==> src/rtl/spi_motor_regbank.sv <==
// spi_motor_regbank: decodes 32-bit SPI command words into PWM period registers,
// selects a readback word for the SPI return path, and supervises command
// traffic with a watchdog that forces every motor to a safe period on timeout.
module spi_motor_regbank #(
  parameter int unsigned DATA_W      = 32,
  parameter int unsigned NUM_MOTORS  = 24,
  parameter int unsigned PWM_W       = 11,
  parameter int unsigned NUM_ENC     = 1,
  parameter int unsigned SETTLE      = 10,
  parameter int unsigned WDT_CYCLES  = 50_000_000,
  parameter int unsigned SAFE_PERIOD = 1,
  parameter int unsigned DEBUG_RESET = 1001
) (
  input  logic                          clk,
  input  logic                          reset_n,
  input  logic [DATA_W-1:0]             cmd_word,
  input  logic                          data_ready,
  input  logic [NUM_ENC*16-1:0]         enc_count,
  input  logic [NUM_ENC-1:0]            enc_dir,
  output logic [NUM_MOTORS*PWM_W-1:0]   motor_periods,
  output logic [PWM_W-1:0]              debug_period,
  output logic [DATA_W-1:0]             readback,
  output logic                          fault,
  output logic                          cmd_strobe
);

  localparam int unsigned      WDT_W     = (WDT_CYCLES > 32'd1) ? $clog2(WDT_CYCLES) : 1;
  localparam logic [WDT_W-1:0] WDT_LAST  = (WDT_CYCLES > 32'd0) ? WDT_W'(WDT_CYCLES - 32'd1) : '0;
  localparam logic [PWM_W-1:0] SAFE_VAL  = PWM_W'(SAFE_PERIOD);
  localparam logic [PWM_W-1:0] DEBUG_VAL = PWM_W'(DEBUG_RESET);

  localparam logic [7:0] CMD_DRIVE  = 8'h00;
  localparam logic [7:0] CMD_SELECT = 8'h01;
  localparam logic [7:0] CMD_BCAST  = 8'h02;
  localparam logic [7:0] CMD_CLEAR  = 8'h03;
  localparam logic [7:0] RB_STATUS  = 8'h10;

  // Synchronizer (two flops) plus one history flop for the rising-edge detect.
  logic [2:0]                         sync_q, sync_d;
  logic [SETTLE-1:0]                  pipe_q, pipe_d;
  logic [NUM_MOTORS-1:0][PWM_W-1:0]   motor_q, motor_d;
  logic [PWM_W-1:0]                   debug_q, debug_d;
  logic [7:0]                         raddr_q, raddr_d;
  logic [7:0]                         bad_q, bad_d;
  logic                               fault_q, fault_d;
  logic                               strobe_q, strobe_d;
  logic [WDT_W-1:0]                   wdt_q, wdt_d;

  logic                               rise_s;
  logic                               apply_s;
  logic [7:0]                         cmd_s, maddr_s, raddr_s;
  logic [PWM_W-1:0]                   period_s;
  logic                               drive_ok_s, sel_s, bcast_s, clr_s;
  logic                               valid_s, bad_s, timeout_s;
  logic                               drive_wr_s, bcast_wr_s;
  logic [DATA_W-1:0]                  enc_word_s, mot_word_s, rb_s;
  logic                               enc_hit_s, mot_hit_s;

  // Field extraction and classification of the command leaving the settle pipe.
  always_comb begin
    rise_s     = sync_q[1] & ~sync_q[2];
    apply_s    = pipe_q[SETTLE-1];
    cmd_s      = cmd_word[DATA_W-1 -: 8];
    maddr_s    = cmd_word[18:11];
    raddr_s    = cmd_word[7:0];
    period_s   = cmd_word[PWM_W-1:0];
    drive_ok_s = apply_s && (cmd_s == CMD_DRIVE) && (32'(maddr_s) < NUM_MOTORS);
    sel_s      = apply_s && (cmd_s == CMD_SELECT);
    bcast_s    = apply_s && (cmd_s == CMD_BCAST);
    clr_s      = apply_s && (cmd_s == CMD_CLEAR);
    valid_s    = drive_ok_s || sel_s || bcast_s || clr_s;
    bad_s      = apply_s && !valid_s;
    // A command landing on the timeout edge wins over the watchdog.
    timeout_s  = (WDT_CYCLES != 32'd0) && (wdt_q == WDT_LAST) && !fault_q && !valid_s;
    // Motor writes are suppressed while in the safe state.
    drive_wr_s = drive_ok_s && !fault_q;
    bcast_wr_s = bcast_s && !fault_q;
  end

  // Next state of the synchronizer chain and the settle shift register.
  always_comb begin
    sync_d    = {sync_q[1:0], data_ready};
    pipe_d    = '0;
    pipe_d[0] = rise_s;
    for (int unsigned i = 1; i < SETTLE; i++) begin
      pipe_d[i] = pipe_q[i-1];
    end
  end

  // Next state of the motor period registers: timeout > broadcast > drive.
  always_comb begin
    motor_d = motor_q;
    if (timeout_s) begin
      for (int unsigned m = 0; m < NUM_MOTORS; m++) begin
        motor_d[m] = SAFE_VAL;
      end
    end else if (bcast_wr_s) begin
      for (int unsigned m = 0; m < NUM_MOTORS; m++) begin
        motor_d[m] = period_s;
      end
    end else if (drive_wr_s) begin
      for (int unsigned m = 0; m < NUM_MOTORS; m++) begin
        motor_d[m] = (32'(maddr_s) == m) ? period_s : motor_q[m];
      end
    end else begin
      motor_d = motor_q;
    end
  end

  // Next state of debug period, readback select, bad counter, fault, watchdog and strobe.
  always_comb begin
    debug_d  = drive_wr_s ? period_s : debug_q;
    raddr_d  = sel_s ? raddr_s : raddr_q;
    strobe_d = valid_s;
    if (bad_s && (bad_q != 8'hFF)) begin
      bad_d = bad_q + 8'd1;
    end else begin
      bad_d = bad_q;
    end
    if (clr_s) begin
      fault_d = 1'b0;
    end else if (timeout_s) begin
      fault_d = 1'b1;
    end else begin
      fault_d = fault_q;
    end
    if (WDT_CYCLES == 32'd0) begin
      wdt_d = '0;
    end else if (valid_s) begin
      wdt_d = '0;
    end else if (wdt_q != WDT_LAST) begin
      wdt_d = wdt_q + WDT_W'(1);
    end else begin
      wdt_d = wdt_q;
    end
  end

  // State registers; reset leaves every motor in the safe period.
  always_ff @(posedge clk or negedge reset_n) begin
    if (!reset_n) begin
      sync_q   <= '0;
      pipe_q   <= '0;
      motor_q  <= {NUM_MOTORS{SAFE_VAL}};
      debug_q  <= DEBUG_VAL;
      raddr_q  <= 8'h00;
      bad_q    <= 8'h00;
      fault_q  <= 1'b0;
      strobe_q <= 1'b0;
      wdt_q    <= '0;
    end else begin
      sync_q   <= sync_d;
      pipe_q   <= pipe_d;
      motor_q  <= motor_d;
      debug_q  <= debug_d;
      raddr_q  <= raddr_d;
      bad_q    <= bad_d;
      fault_q  <= fault_d;
      strobe_q <= strobe_d;
      wdt_q    <= wdt_d;
    end
  end

  // Candidate readback words for the encoder and motor address windows.
  always_comb begin
    enc_hit_s  = (raddr_q != 8'h00) && (32'(raddr_q) <= NUM_ENC);
    mot_hit_s  = (32'(raddr_q) >= 32'd32) && (32'(raddr_q) < (32'd32 + NUM_MOTORS));
    enc_word_s = '0;
    mot_word_s = '0;
    for (int unsigned e = 0; e < NUM_ENC; e++) begin
      enc_word_s = (32'(raddr_q) == (e + 32'd1))
                   ? DATA_W'({15'd0, enc_dir[e], enc_count[16*e +: 16]}) : enc_word_s;
    end
    for (int unsigned m = 0; m < NUM_MOTORS; m++) begin
      mot_word_s = (32'(raddr_q) == (32'd32 + m)) ? DATA_W'(motor_q[m]) : mot_word_s;
    end
  end

  // Readback mux; unmapped addresses echo the current SPI word.
  always_comb begin
    if (raddr_q == 8'h00) begin
      rb_s = DATA_W'(debug_q);
    end else if (raddr_q == RB_STATUS) begin
      rb_s = DATA_W'({fault_q, 15'd0, 8'd0, bad_q});
    end else if (enc_hit_s) begin
      rb_s = enc_word_s;
    end else if (mot_hit_s) begin
      rb_s = mot_word_s;
    end else begin
      rb_s = cmd_word;
    end
  end

  assign motor_periods = motor_q;
  assign debug_period  = debug_q;
  assign fault         = fault_q;
  assign cmd_strobe    = strobe_q;
  assign readback      = rb_s;

endmodule

==> config.mk <==
export PLATFORM = sky130hd
export DESIGN_NAME = spi_motor_regbank
export DESIGN_NICKNAME = d
export VERILOG_FILES = /design/src/rtl/spi_motor_regbank.sv
export SDC_FILE = /design/constraint.sdc
export NUM_CORES = 1
export LEC_CHECK = 0
export ABC_AREA = 0
export BUFFER_PORTS_ARGS = -buffer_cell sky130_fd_sc_hd__clkbuf_2
export CAP_MARGIN = 0
export CORE_ASPECT_RATIO = 0.8
export CORE_MARGIN = 2
export CORE_UTILIZATION = 45
export DETAILED_ROUTE_END_ITERATION = 6
export PLACE_DENSITY = 0.73
export RECOVER_POWER = 50
export SLEW_MARGIN = 20
export SYNTH_ARGS = -nofsm -noshare
export SYNTH_HDL_FRONTEND = slang
export SYNTH_SLANG_ARGS = --single-unit
==> constraint.sdc <==
create_clock -name clk -period 2.6 [get_ports clk]
set_input_delay 0 -clock clk [delete_from_list [all_inputs] [get_ports clk]]
set_output_delay 0 -clock clk [all_outputs]
set_load 0.005 [all_outputs]
==> impl_results.md <==
- CP Cell Sequence: or4b_1 -> buf_6 -> buf_6 -> or3_4 -> o21ai_1 -> a31oi_2 -> buf_4 -> a2bb2oi_2 -> clkbuf_2
- Die width: 225 microns
- Max_slew headroom: -50.5%
- Period utilization: 115%
- Layout cell share with drive strength beyond 1: 33.5%
- Crit-path slowest cell: or4b_1
- Initial antenna violation count: 1
- Commonest non-fill, non-tap cell in the layout: nor2_1
- Via density: 6.26
- # setup viols final: 12
- Synth top area cells: dfrtp_1, mux2i_1, nor2_1
- CP max FO: 8
- Initial Utilization: 45.8%
- Critical R2R Capture: motor_periods[90]$_DFFE_PN0P_
- Critical Path Most Common Cell: buf_6
- Post-synth EDFFs: 0
- Row count: 64
- Leakage: 11.4 nW
- Synth Warn #: 0
- Clock slew at reported path FFs: 70 ps
- Cell family with most CP delay: simple AND/OR/NAND/NOR gates
- MaxCap Viol Count: 1
- Sequential cell area: 0.00836 sq mm
- Slew Viols, Final: 81
- Clock sink count: 332
- Area grow syn2layout: 32.8%
- Number of global-route vias before repair: 16.5k
- Die outline area: 0.0406 sq mm
- Hold endpoint: motor_periods[180]$_DFFE_PN0P_
- Num CTS Buffers: 37
- GRT overflow: 0
- Status: finished with violations
- Final net count: 2,281
- Multi-input logic area: 0.00915 sq mm
- Hpwl dp: 55,400 microns
- RSZ-0062 raised after global routing: true
- Syn Std Cell Area: 0.0176 sq mm
- VDD IR max: 0.427 mV
- Slowest cell delay on critical path: 560 ps
- WHS Path Cells: 3
- Fin Setup TNS: -3930 ps
- Worst Hold Class: in2reg
- CTS Buffer Depth: 3
- Total track usage: 36.4%
- HP Start: cmd_word[4]
- Die Height: 181 microns
- TritonCTS clock tree: built
- Most frequent cells in the layout: nor2_1, dfrtp_1, mux2i_1, clkbuf_2, buf_4
- Largest net degree at the start of global routing: 81
- Post-synthesis area per instance: 10.0 sq um
- Clk Latency, worst-skew pair: 540 ps
- Ys async rst share: 100%
- Min Tclk post-route: 2990 ps
- First-pass GRT wire length: 110,000 microns
- Syn_nets: 1,807
- Final total power: 11.8 mW
- Port bufs: 360
- Num ports: 361
- DRT iter0 DRCs: 2,355
- DRC Markers: 13
- Violated checks: design-rule violations, max-capacitance violations, max-slew violations, negative setup slack
- Final WL: 75,700 microns
- H-tree levels: 2
- CP bufs+invs: 4
- Crit path DAT: 2990 ps
- #FFs+latches synth: 332
- Post-synthesis sequential area ratio: 47.5%
- Tightest Pin Transition: 2260 ps
- Core outline area: 0.0384 sq mm
- Worst Path Required: 2600 ps
- Worst Setup Slack, final: -394 ps
- Root buffer cell: clkbuf_16
- Predominant post-synthesis flop cell: dfrtp_1
- Reg-to-reg startpoint: wdt_q[12]$_DFFE_PN0P_
- Synth Instances: 1,753
- Crit path kind: reg2out
- Vias: 17.2k
- Crit path depth: 9
- Crit. End Element: output pin
- Power per Cell Area: 505 mW/mm^2
- Yosys cell types: 75
- Clock skew: 18.5 ps
- Depth of the most critical reg-to-reg path: 7
- Detail Route Antenna Nets: 0
- R2R Setup Slk: 110 ps
- RePlAce Congestion: 1.01
- Ant diodes: 0
- Fillers: 3,209
- Max Freq: 0.334 GHz
- Critical path startpoint category: flop
- WL per Instance: 27.6 microns
- Total iterations of the first detailed-routing run: 7
- Synth top area share: 42.9%
- Fin. Hold Viols: 0
- Leading area contributor after synthesis: dfrtp_1
timing repair:
item | in CTS | in global routing
hold buffers | 8 | 0
pin swaps | 32 | 37
resized for setup | 114 | 68
hold endpoints to repair | 112 | 0
setup buffers | 30 | 6
endpoints found under the setup margin | 31 | 24
synthesized netlist by cell type (15+ instances only):
| cell | instances |
|---|---|
| inv_1 | 15 |
| nor2b_1 | 16 |
| buf_2 | 57 |
| dfstp_2 | 31 |
| o21ai_0 | 60 |
| nand4_1 | 15 |
| dfrtp_1 | 301 |
| nor3_1 | 27 |
| xnor2_1 | 17 |
| nand2_1 | 82 |
| clkbuf_1 | 87 |
| mux2i_1 | 293 |
| o22ai_1 | 20 |
| and2_1 | 17 |
| a21oi_1 | 61 |
| nand3_1 | 27 |
| mux2_2 | 43 |
| nor2_1 | 321 |
worst max path at each step:
stage                               to                   start  slack (ps)
after floorplan           readback[10]  raddr_q[2]$_DFFE_PN0P_         390
after global placement     readback[5]  raddr_q[6]$_DFFE_PN0P_         -50
after detailed placement   readback[5]  raddr_q[6]$_DFFE_PN0P_           8
after CTS                  readback[2]  raddr_q[1]$_DFFE_PN0P_        -360
after global routing       readback[5]  raddr_q[4]$_DFFE_PN0P_        -450
final                      readback[5]  raddr_q[4]$_DFFE_PN0P_        -390
worst register-to-register path: cells and delay by family (launching register included):
kind / cells / cell delay [ps]
buffers and inverters: 2 / 570
flip-flops: 1 / 410
AND/OR/NAND/NOR: 5 / 1390
sequential cells by signal, summed over array words and instances, names as in the netlist:
| register | count |
|---|---|
| motor_periods | 264 |
| wdt_q | 26 |
| debug_period | 11 |
| pipe_q | 10 |
| bad_q | 8 |
| raddr_q | 8 |
| sync_q | 3 |
| cmd_strobe | 1 |
| fault | 1 |
through the flow:
step	hold WS, ps	utilization [%]	cells	cell area, sq um	worst slack, ps
4_1_cts	46.8	60.4	2743	23200	-364
5_1_grt	108	60.8	2749	23300	-445
6_report	94.3	60.8	2749	23300	-394
2_1_floorplan	-296	-	1753	17600	385
3_3_place_gp	67.9	55.2	2642	21200	-46.9
3_5_place_dp	71.2	55.2	2642	21200	7.87
kinds of logic (layout without fill, tap and decap cells):
kind of cell / count (synthesis) / in the layout / share of synthesized area (%)
and+or+nand+nor: 583 / 583 / 15.2
muxes: 343 / 343 / 20.4
DFF: 332 / 332 / 47.5
AOI/OAI and AO/OA: 286 / 286 / 10.9
buffers and inverters: 177 / 678 / 4.36
xor gates and xnor gates: 30 / 30 / 1.50
adders and majority gates: 2 / 2 / 0.143
report_power, final:
part | internal [mW] | switching (mW)
registers | 5.30 | 0.162
clock network | 3.12 | 2.21
logic | 0.382 | 0.603
total | 8.80 | 2.98
layout make-up:
type / count / share of cell area, %
Sequential cell: 332 / 35.8
Clock inverter: 9 / 0.467
Clock buffer: 57 / 4.72
Multi-Input combinational cell: 1244 / 39.2
Tap cell: 495 / 2.66
Inverter: 15 / 0.274
Timing Repair Buffer: 597 / 16.8
layer usage:
| layer | vias up | part of all wire [%] | track usage [%] |
|---|---|---|---|
| met5 | - | 0 | 0 |
| met4 | 0 | 3.1 | 10.8 |
| met3 | 168 | 11 | 7.52 |
| met2 | 1081 | 44 | 54.1 |
| met1 | 8762 | 42 | 53.5 |
| li1 | 7198 | - | - |
No activity file was read; power rests on OpenSTA's default activity.
